$ cat config.mk
export PLATFORM = sky130hd
export DESIGN_NAME = addr_decode_prog
export DESIGN_NICKNAME = d
export VERILOG_FILES = /design/src/rtl/addr_decode_prog_pkg.sv /design/src/rtl/addr_decode_prog_match.sv /design/src/rtl/addr_decode_prog.sv
export SDC_FILE = /design/constraint.sdc
export NUM_CORES = 1
export LEC_CHECK = 0
export ABC_AREA = 1
export CORE_ASPECT_RATIO = 0.8
export CORE_MARGIN = 3
export CORE_UTILIZATION = 58
export CTS_CLUSTER_DIAMETER = 60
export DETAILED_ROUTE_END_ITERATION = 10
export PLACE_DENSITY = 0.8
export SYNTH_ARGS = -nofsm -noshare
export SYNTH_HDL_FRONTEND = slang
export SYNTH_SLANG_ARGS = --single-unit
$ cat constraint.sdc
create_clock -name clk_i -period 11.42 [get_ports clk_i]
set_input_delay 2.284 -clock clk_i [delete_from_list [all_inputs] [get_ports clk_i]]
set_output_delay 2.284 -clock clk_i [all_outputs]
set_load 0.05 [all_outputs]
$ cat src/rtl/addr_decode_prog_pkg.sv
// addr_decode_prog_pkg: shared types and helpers for the programmable
// address decoder (decode status encoding, range overlap test).
package addr_decode_prog_pkg;

  typedef enum logic [1:0] {
    DEC_HIT,
    DEC_DEFAULT,
    DEC_ERROR
  } dec_status_e;

  // Two half-open ranges overlap only if both are non-empty and they intersect.
  function automatic logic range_overlap(
    input logic [63:0] start_a,
    input logic [63:0] end_a,
    input logic [63:0] start_b,
    input logic [63:0] end_b
  );
    return (start_a < end_a) && (start_b < end_b) &&
           (start_a < end_b) && (start_b < end_a);
  endfunction

endpackage

$ cat src/rtl/addr_decode_prog_match.sv
// addr_decode_prog_match: combinational priority match of one address
// against a flattened rule table; the highest-numbered matching rule wins.
module addr_decode_prog_match
  import addr_decode_prog_pkg::*;
#(
  parameter int unsigned AddrWidth = 32,
  parameter int unsigned NoRules   = 4,
  parameter int unsigned IdxWidth  = 1
) (
  input  logic [AddrWidth-1:0]          addr_i,
  input  logic [NoRules-1:0]            en_i,
  input  logic [NoRules*AddrWidth-1:0]  start_i,
  input  logic [NoRules*AddrWidth-1:0]  end_i,
  input  logic [NoRules*IdxWidth-1:0]   idx_i,
  output logic                          hit_o,
  output logic [IdxWidth-1:0]           idx_o
);

  // Scan upward so a later (higher-numbered) match overrides earlier ones.
  always_comb begin
    hit_o = 1'b0;
    idx_o = '0;
    for (int unsigned r = 0; r < NoRules; r++) begin
      if (en_i[r] &&
          (addr_i >= start_i[r*AddrWidth +: AddrWidth]) &&
          (addr_i <  end_i[r*AddrWidth +: AddrWidth])) begin
        hit_o = 1'b1;
        idx_o = idx_i[r*IdxWidth +: IdxWidth];
      end
    end
  end

endmodule

$ cat src/rtl/addr_decode_prog.sv
// addr_decode_prog: runtime-programmable pipelined address decoder.
// Owns the rule table, the single response register and the overlap flag.
// Optional feature: define ADDR_DECODE_PROG_OVERLAP_CHECK_EN to enable the
// sticky cfg_overlap_o detector; otherwise cfg_overlap_o is tied to 0.
module addr_decode_prog
  import addr_decode_prog_pkg::*;
#(
  parameter int unsigned AddrWidth = 32,
  parameter int unsigned NoRules   = 4,
  parameter int unsigned NoIndices = 2,
  localparam int unsigned IdxWidth = $clog2(NoIndices),
  localparam int unsigned SelWidth = (NoRules > 1) ? $clog2(NoRules) : 1
) (
  input  logic                  clk_i,
  input  logic                  rst_i,
  input  logic                  cfg_we_i,
  input  logic [SelWidth-1:0]   cfg_sel_i,
  input  logic                  cfg_en_i,
  input  logic [IdxWidth-1:0]   cfg_idx_i,
  input  logic [AddrWidth-1:0]  cfg_start_i,
  input  logic [AddrWidth-1:0]  cfg_end_i,
  input  logic                  en_default_idx_i,
  input  logic [IdxWidth-1:0]   default_idx_i,
  input  logic                  req_valid_i,
  output logic                  req_ready_o,
  input  logic [AddrWidth-1:0]  req_addr_i,
  output logic                  resp_valid_o,
  input  logic                  resp_ready_i,
  output logic [AddrWidth-1:0]  resp_addr_o,
  output logic [IdxWidth-1:0]   resp_idx_o,
  output logic                  resp_dec_valid_o,
  output logic                  resp_dec_error_o,
  output logic                  cfg_overlap_o
);

  typedef struct packed {
    logic                 en;
    logic [IdxWidth-1:0]  idx;
    logic [AddrWidth-1:0] start_addr;
    logic [AddrWidth-1:0] end_addr;
  } rule_t;

  rule_t table_q [NoRules];

  logic [NoRules-1:0]           tbl_en;
  logic [NoRules*AddrWidth-1:0] tbl_start;
  logic [NoRules*AddrWidth-1:0] tbl_end;
  logic [NoRules*IdxWidth-1:0]  tbl_idx;

  logic                match_hit;
  logic [IdxWidth-1:0] match_idx;
  dec_status_e         dec_status;
  logic [IdxWidth-1:0] dec_idx;
  logic                accept;

  // Rule table: cleared on reset, one slot written per cfg_we_i; a selector
  // beyond the last slot matches no loop iteration and is ignored.
  always_ff @(posedge clk_i or posedge rst_i) begin
    if (rst_i) begin
      for (int unsigned r = 0; r < NoRules; r++) begin
        table_q[r] <= '0;
      end
    end else if (cfg_we_i) begin
      for (int unsigned r = 0; r < NoRules; r++) begin
        if (cfg_sel_i == SelWidth'(r)) begin
          table_q[r] <= '{en: cfg_en_i, idx: cfg_idx_i,
                          start_addr: cfg_start_i, end_addr: cfg_end_i};
        end
      end
    end
  end

  // Flatten the table for the match sub-module.
  always_comb begin
    tbl_en    = '0;
    tbl_start = '0;
    tbl_end   = '0;
    tbl_idx   = '0;
    for (int unsigned r = 0; r < NoRules; r++) begin
      tbl_en[r]                           = table_q[r].en;
      tbl_start[r*AddrWidth +: AddrWidth] = table_q[r].start_addr;
      tbl_end[r*AddrWidth +: AddrWidth]   = table_q[r].end_addr;
      tbl_idx[r*IdxWidth +: IdxWidth]     = table_q[r].idx;
    end
  end

  addr_decode_prog_match #(
    .AddrWidth (AddrWidth),
    .NoRules   (NoRules),
    .IdxWidth  (IdxWidth)
  ) u_match (
    .addr_i  (req_addr_i),
    .en_i    (tbl_en),
    .start_i (tbl_start),
    .end_i   (tbl_end),
    .idx_i   (tbl_idx),
    .hit_o   (match_hit),
    .idx_o   (match_idx)
  );

  // Classify the match result and select the index to report.
  always_comb begin
    if (match_hit) begin
      dec_status = DEC_HIT;
    end else if (en_default_idx_i) begin
      dec_status = DEC_DEFAULT;
    end else begin
      dec_status = DEC_ERROR;
    end
    unique case (dec_status)
      DEC_HIT:     dec_idx = match_idx;
      DEC_DEFAULT: dec_idx = default_idx_i;
      default:     dec_idx = '0;
    endcase
  end

  assign req_ready_o = !resp_valid_o || resp_ready_i;
  assign accept      = req_valid_i && req_ready_o;

  // Response register: load on accept, clear on a pop without accept,
  // otherwise hold so outputs stay stable under backpressure.
  always_ff @(posedge clk_i or posedge rst_i) begin
    if (rst_i) begin
      resp_valid_o     <= 1'b0;
      resp_addr_o      <= '0;
      resp_idx_o       <= '0;
      resp_dec_valid_o <= 1'b0;
      resp_dec_error_o <= 1'b0;
    end else if (accept) begin
      resp_valid_o     <= 1'b1;
      resp_addr_o      <= req_addr_i;
      resp_idx_o       <= dec_idx;
      resp_dec_valid_o <= (dec_status == DEC_HIT);
      resp_dec_error_o <= (dec_status == DEC_ERROR);
    end else if (resp_ready_i) begin
      resp_valid_o     <= 1'b0;
    end
  end

`ifdef ADDR_DECODE_PROG_OVERLAP_CHECK_EN
  logic overlap_hit;
  logic sel_in_range;
  logic overlap_q;

  // Compare the incoming rule against every other enabled slot as stored now.
  always_comb begin
    overlap_hit  = 1'b0;
    sel_in_range = 1'b0;
    for (int unsigned r = 0; r < NoRules; r++) begin
      if (cfg_sel_i == SelWidth'(r)) begin
        sel_in_range = 1'b1;
      end else if (table_q[r].en &&
                   range_overlap(64'(cfg_start_i), 64'(cfg_end_i),
                                 64'(table_q[r].start_addr),
                                 64'(table_q[r].end_addr))) begin
        overlap_hit = 1'b1;
      end
    end
  end

  // Sticky overlap flag, cleared only by reset.
  always_ff @(posedge clk_i or posedge rst_i) begin
    if (rst_i) begin
      overlap_q <= 1'b0;
    end else if (cfg_we_i && cfg_en_i && sel_in_range && overlap_hit) begin
      overlap_q <= 1'b1;
    end
  end

  assign cfg_overlap_o = overlap_q;
`else
  assign cfg_overlap_o = 1'b0;
`endif

endmodule

== Word level (Yosys, flattened, before mapping) ==
Index checks and enable logic that the tools add are counted.
W data, S select, Z words.

* Reduce and logical (&&, ||, !) cells: 18
* Eq/ne operators: 5
* Div/mod/pow operators: 0
* $lt $le $gt $ge: 8
* Shift-type cells: 0
* Bitwise operators: 0
* Multiplexer cells: 13
* Add/sub/neg operators: 0
* Multipliers: 0

{| class="wikitable"
|+ Operators by type and width
! cell !! number
|-
| $ge A32 B32 Y1 || 4
|-
| $lt A32 B32 Y1 || 4
|-
| $mux W1 || 10
|-
| $logic_and A1 B1 Y1 || 9
|-
| $reduce_and A2 Y1 || 4
|-
| $eq A2 B2 Y1 const B || 3
|-
| $eq A2 B1 Y1 const B || 2
|-
| $logic_not A2 Y1 || 2
|-
| $mux W2 || 2
|-
| $pmux W1 S2 || 1
|-
| $reduce_bool A2 Y1 || 1
|-
| $logic_not A1 Y1 || 1
|-
| $logic_or A1 B1 Y1 || 1
|}

* Output and inout port bits: 38
* Memory bits (writable): 0
* Memories: 0
* Word-level logic and storage cells: 65
* Bits in registers: 300
* Latch bits: 0
* ROM bits: 0

== Longest topological paths before layout ==
* Depth after elaboration: 10
* Depth in mapped cells: 21
* Mapped depth without buffers: 21

== Hierarchy ==
A second synthesis with hierarchy kept.

* Cells, all modules: 2144
* Area, all modules: 17899.7 um^2

{| class="wikitable"
|+ By module, submodules not included
! module !! instances !! sequential area each (um^2) !! cells an instance !! area an instance (um^2)
|-
| addr_decode_prog || 1 || 7507.2 || 1079 || 11287.1
|-
| addr_decode_prog_match || 1 || 0.0 || 1065 || 6612.6
|}

== Worst setup path after synthesis ==
No wires, ideal clock.

* Path type: input-to-output
* Start: input port resp_ready_i
* End: output port req_ready_o
* Arrival time: 2665 ps
* Stages on the path: 2
* Slack: 6471 ps
* Path through: inv_1 > nand2_1

* Word-level cells in the longest chain between the ends: 1

{| class="wikitable"
|+ RTL lines
! element !! line !! source
|-
| start: declaration || addr_decode_prog.sv:28 || <nowiki>input logic resp_ready_i,</nowiki>
|-
| $logic_or A1 B1 Y1 || addr_decode_prog.sv:117 || <nowiki>assign req_ready_o = !resp_valid_o || resp_ready_i;</nowiki>
|-
| end: declaration || addr_decode_prog.sv:25 || <nowiki>output logic req_ready_o,</nowiki>
|}

Every way passes these cells.

== Final worst setup path ==
Ends and elaborated chain as after synthesis.

==> impl_metrics.toml <==
[cts]
cts_tree = "yes"
ctsResizeCount = 0
postCtsSetupRepairBufs = 0
clkTransAtPathRegs_ns = 0.06
postCtsHoldBufs = 0
cts_root_buf = "clkbuf_16"
cts_buffers = 31
clkLatencyLatePin_ns = 0.56
numClockSinks = 300
cts_htree_levels = 1
clockBufferDepth = 3

[yosys]
synthDistinctLibCells = 31
syn_area_per_cell_um2 = 8.061
ys.warnings.count = 0
syn-num-nets = 2527
synth_edf_count = 0
synth-async-reset-ratio_pct = 100.0
ys.flop_type = "dfrtp_1"
synth-seq-cells = 300
yosys-top-cells-area = "dfrtp_1 43%, ha_1 18%, nand2_1 13%"
ys_seq_area_share_pct = 42.96
syn_inst = 2168
netlist_area_um2 = 17480
synth_top_area_share_pct = 42.96
yosys.area.top_type = "dfrtp_1"

[run]
maxCapViolations = 0

[detailed_routing]
postRouteAntennaNets = 0
drc = 0
routedWlPerCell_um = 15.90
via_count = 14470
first_pass_iters = 5
drt-vias-per-instance = 5.322
drtIter0Drc = 1296
drt-total-wl_um = 43220

[power_and_ir_drop]
irDropWorstVdd_v = 0.0001182
swShare_pct = 32.75
power_frac_seq_pct = 41.4
p_leak_uw = 0.01071
clock_power_share_pct = 31.5
finalPower_uw = 3205
p_comb_share_pct = 27.1
power_switching_uw = 1050
internal-power_uw = 2156
powerDensity_nw_per_um2 = 157.9

[sta]
tightest_slew_ns = 1.134
rsz0062_at_grt = "no"
min_period_ns = 6.014
slew_headroom_pct = 24.42
finalCritPeriodShare_pct = 52.66
timing.fmax_ghz = 0.1663
hold_violations = 0
skew_ns = 0.009793
finalMaxSlewViolations = 0
setup_violations = 0
final.setup.worst_slack_ns = 5.406
setup_tns_ns = 0

[critical_path]
critPathTopFamily = "buffers and inverters"
cp_slowest_cell = "clkdlybuf4s50_1"
crit_top_cell = "clkdlybuf4s50_1"
r2r_cells = 9
cp.arrival_ns = 3.73
r2r_end = "resp_idx_o"
crit_fanout = 3
critPathKind = "in2out"
rrSetupSlack_ns = 8.99
reg2reg_from = "resp_valid_o"
cp-start-kind = "input port"
max_stage_delay_ns = 0.83
crit_chain = "clkdlybuf4s50_1, inv_1, nand2_1, clkdlybuf4s50_1"
endpoint_kind = "output port"
cp.required_ns = 9.14
crit_buf_inv = 3

[worst_hold_path]
hold_path_end = "resp_addr_o[15]"
hold_depth = 2
min_path_type = "reg2reg"
hold_path_startpoint = "resp_addr_o[15]"

[placed_design]
dpl.hpwl_um = 30380
dp.cells = 2663
portBuffers = 143
placed_area_um2 = 19290
gp_congestion = 0.9202
pre_cts_ws_ns = 5.411

[floorplanning]
core_um2 = 29500
io-pin-count = 145
die_w_um = 200.1
die_h_um = 161.3
std_cell_rows = 56
die-area_um2 = 32260
start_util_pct = 59.24

[cells_and_area]
instances_no_fill = 2718
multi_input_area_um2 = 8313
stdcell_area_um2 = 20300
antennaDiodeCount = 0
drive_gt1_share_pct = 3.374
fillers = 2405
nNetsFinal = 2649
area_growth_syn_to_layout_pct = 16.17
seq_area_um2 = 7507

[global_route]
met2_usage_pct = 43.58
grt_util_met3_pct = 3.337
grt_pass1_wl_um = 71670
track_usage_pct = 27.44
antenna_found_initial = 0
grt_busiest_layer = "met2"
grt_max_degree = 115
grt_pass1_vias = 14340
grt.overflow.total = 0
grtUsageMet1_pct = 40.19

[outcome]
outcome = "completed"
[power by group through the flow]
stage,Sequential (uW),Combinational [uW],Clock (uW)
5_1_grt,1350,1000,1080
3_3_place_gp,1330,810,0
2_1_floorplan,1390,524,0
4_1_cts,1320,871,1020
3_5_place_dp,1340,861,0
6_report,1330,869,1010
[per-layer routing]
layer | wire length, um | share of wire, %
met1 | 20430 | 47
met2 | 19160 | 44
met3 | 2536 | 5.9
met4 | 1090 | 2.5
met5 | 0 | 0
[flip-flops by register name, indices dropped and copies added (netlist names)]
name              flops
resp_valid_o          1
table_q             264
resp_dec_valid_o      1
resp_idx_o            1
resp_dec_error_o      1
resp_addr_o          32
[synth_stat cells, types with 3 or more instances]
cell type and instances:
o21ai_1 15, ha_1 252, o21a_1 13, nand4_1 13, nor3_2 3, nor2_1 64
nand2_1 600, inv_1 382, inv_2 3, nand3_2 3, buf_1 7, clkbuf_1 54
o21ai_0 287, nor2_2 4, a21oi_1 113, dfrtp_1 300, nor3_1 7, clkinv_1 3
nand3_1 30
[worst min-delay path, cell delays in order (launching register included)]
cell and delay [ns]:
dfrtp_1 0.34, nand2_1 0.05, nand2_1 0.05
[worst max-delay path by stage]
| stage | from | to | slack, ns | depth (start not counted) |
|---|---|---|---|---|
| 3_5_place_dp | resp_ready_i | req_ready_o | 5.41 | 4 |
| 2_1_floorplan | rst_i | resp_addr_o[0] | 0.85 | 1 |
| 5_1_grt | resp_ready_i | req_ready_o | 5.37 | 4 |
| 3_3_place_gp | resp_ready_i | req_ready_o | 5.42 | 4 |
| 4_1_cts | resp_ready_i | req_ready_o | 5.40 | 4 |
| 6_report | resp_ready_i | req_ready_o | 5.41 | 4 |
[logic make-up after synthesis]
| group | count (synthesis) | synth area share [%] |
|---|---|---|
| other cells | 1 | 0.02146 |
| buf+inv | 451 | 9.716 |
| fa+ha+maj | 252 | 18.04 |
| simple gates | 728 | 16.45 |
| flops | 300 | 42.96 |
| compound gates | 436 | 12.81 |
[layout by cell type, fill, tap and decap left out, types with 28 or more instances in the layout]
master | Yosys | routed
o21ai_0 | 287 | 287
ha_1 | 252 | 252
nand3_1 | 30 | 28
a21oi_1 | 113 | 113
dfrtp_1 | 300 | 300
nor2_1 | 64 | 64
clkdlybuf4s50_1 | 0 | 143
clkbuf_16 | 0 | 31
nand2_1 | 600 | 597
inv_1 | 382 | 381
[cell type report]
cell class | instances | area share, %
Sequential cell | 300 | 36.98
Clock inverter | 9 | 0.4869
Multi-Input combinational cell | 1417 | 40.95
Clock buffer | 46 | 4.493
Inverter | 388 | 7.211
Timing Repair Buffer | 152 | 7.383
Tap cell | 406 | 2.502
[metrics by stage]
stage | utilization [%] | hold slack [ns]
final | 68.82 | 0.4768
after global routing | 68.82 | 0.4901
after CTS | 68.82 | 0.4821
after detailed placement | 65.40 | 0.4651
after global placement | 65.40 | 0.4616
after floorplan | - | 0.4530
(Power assumes the default switching activity.)
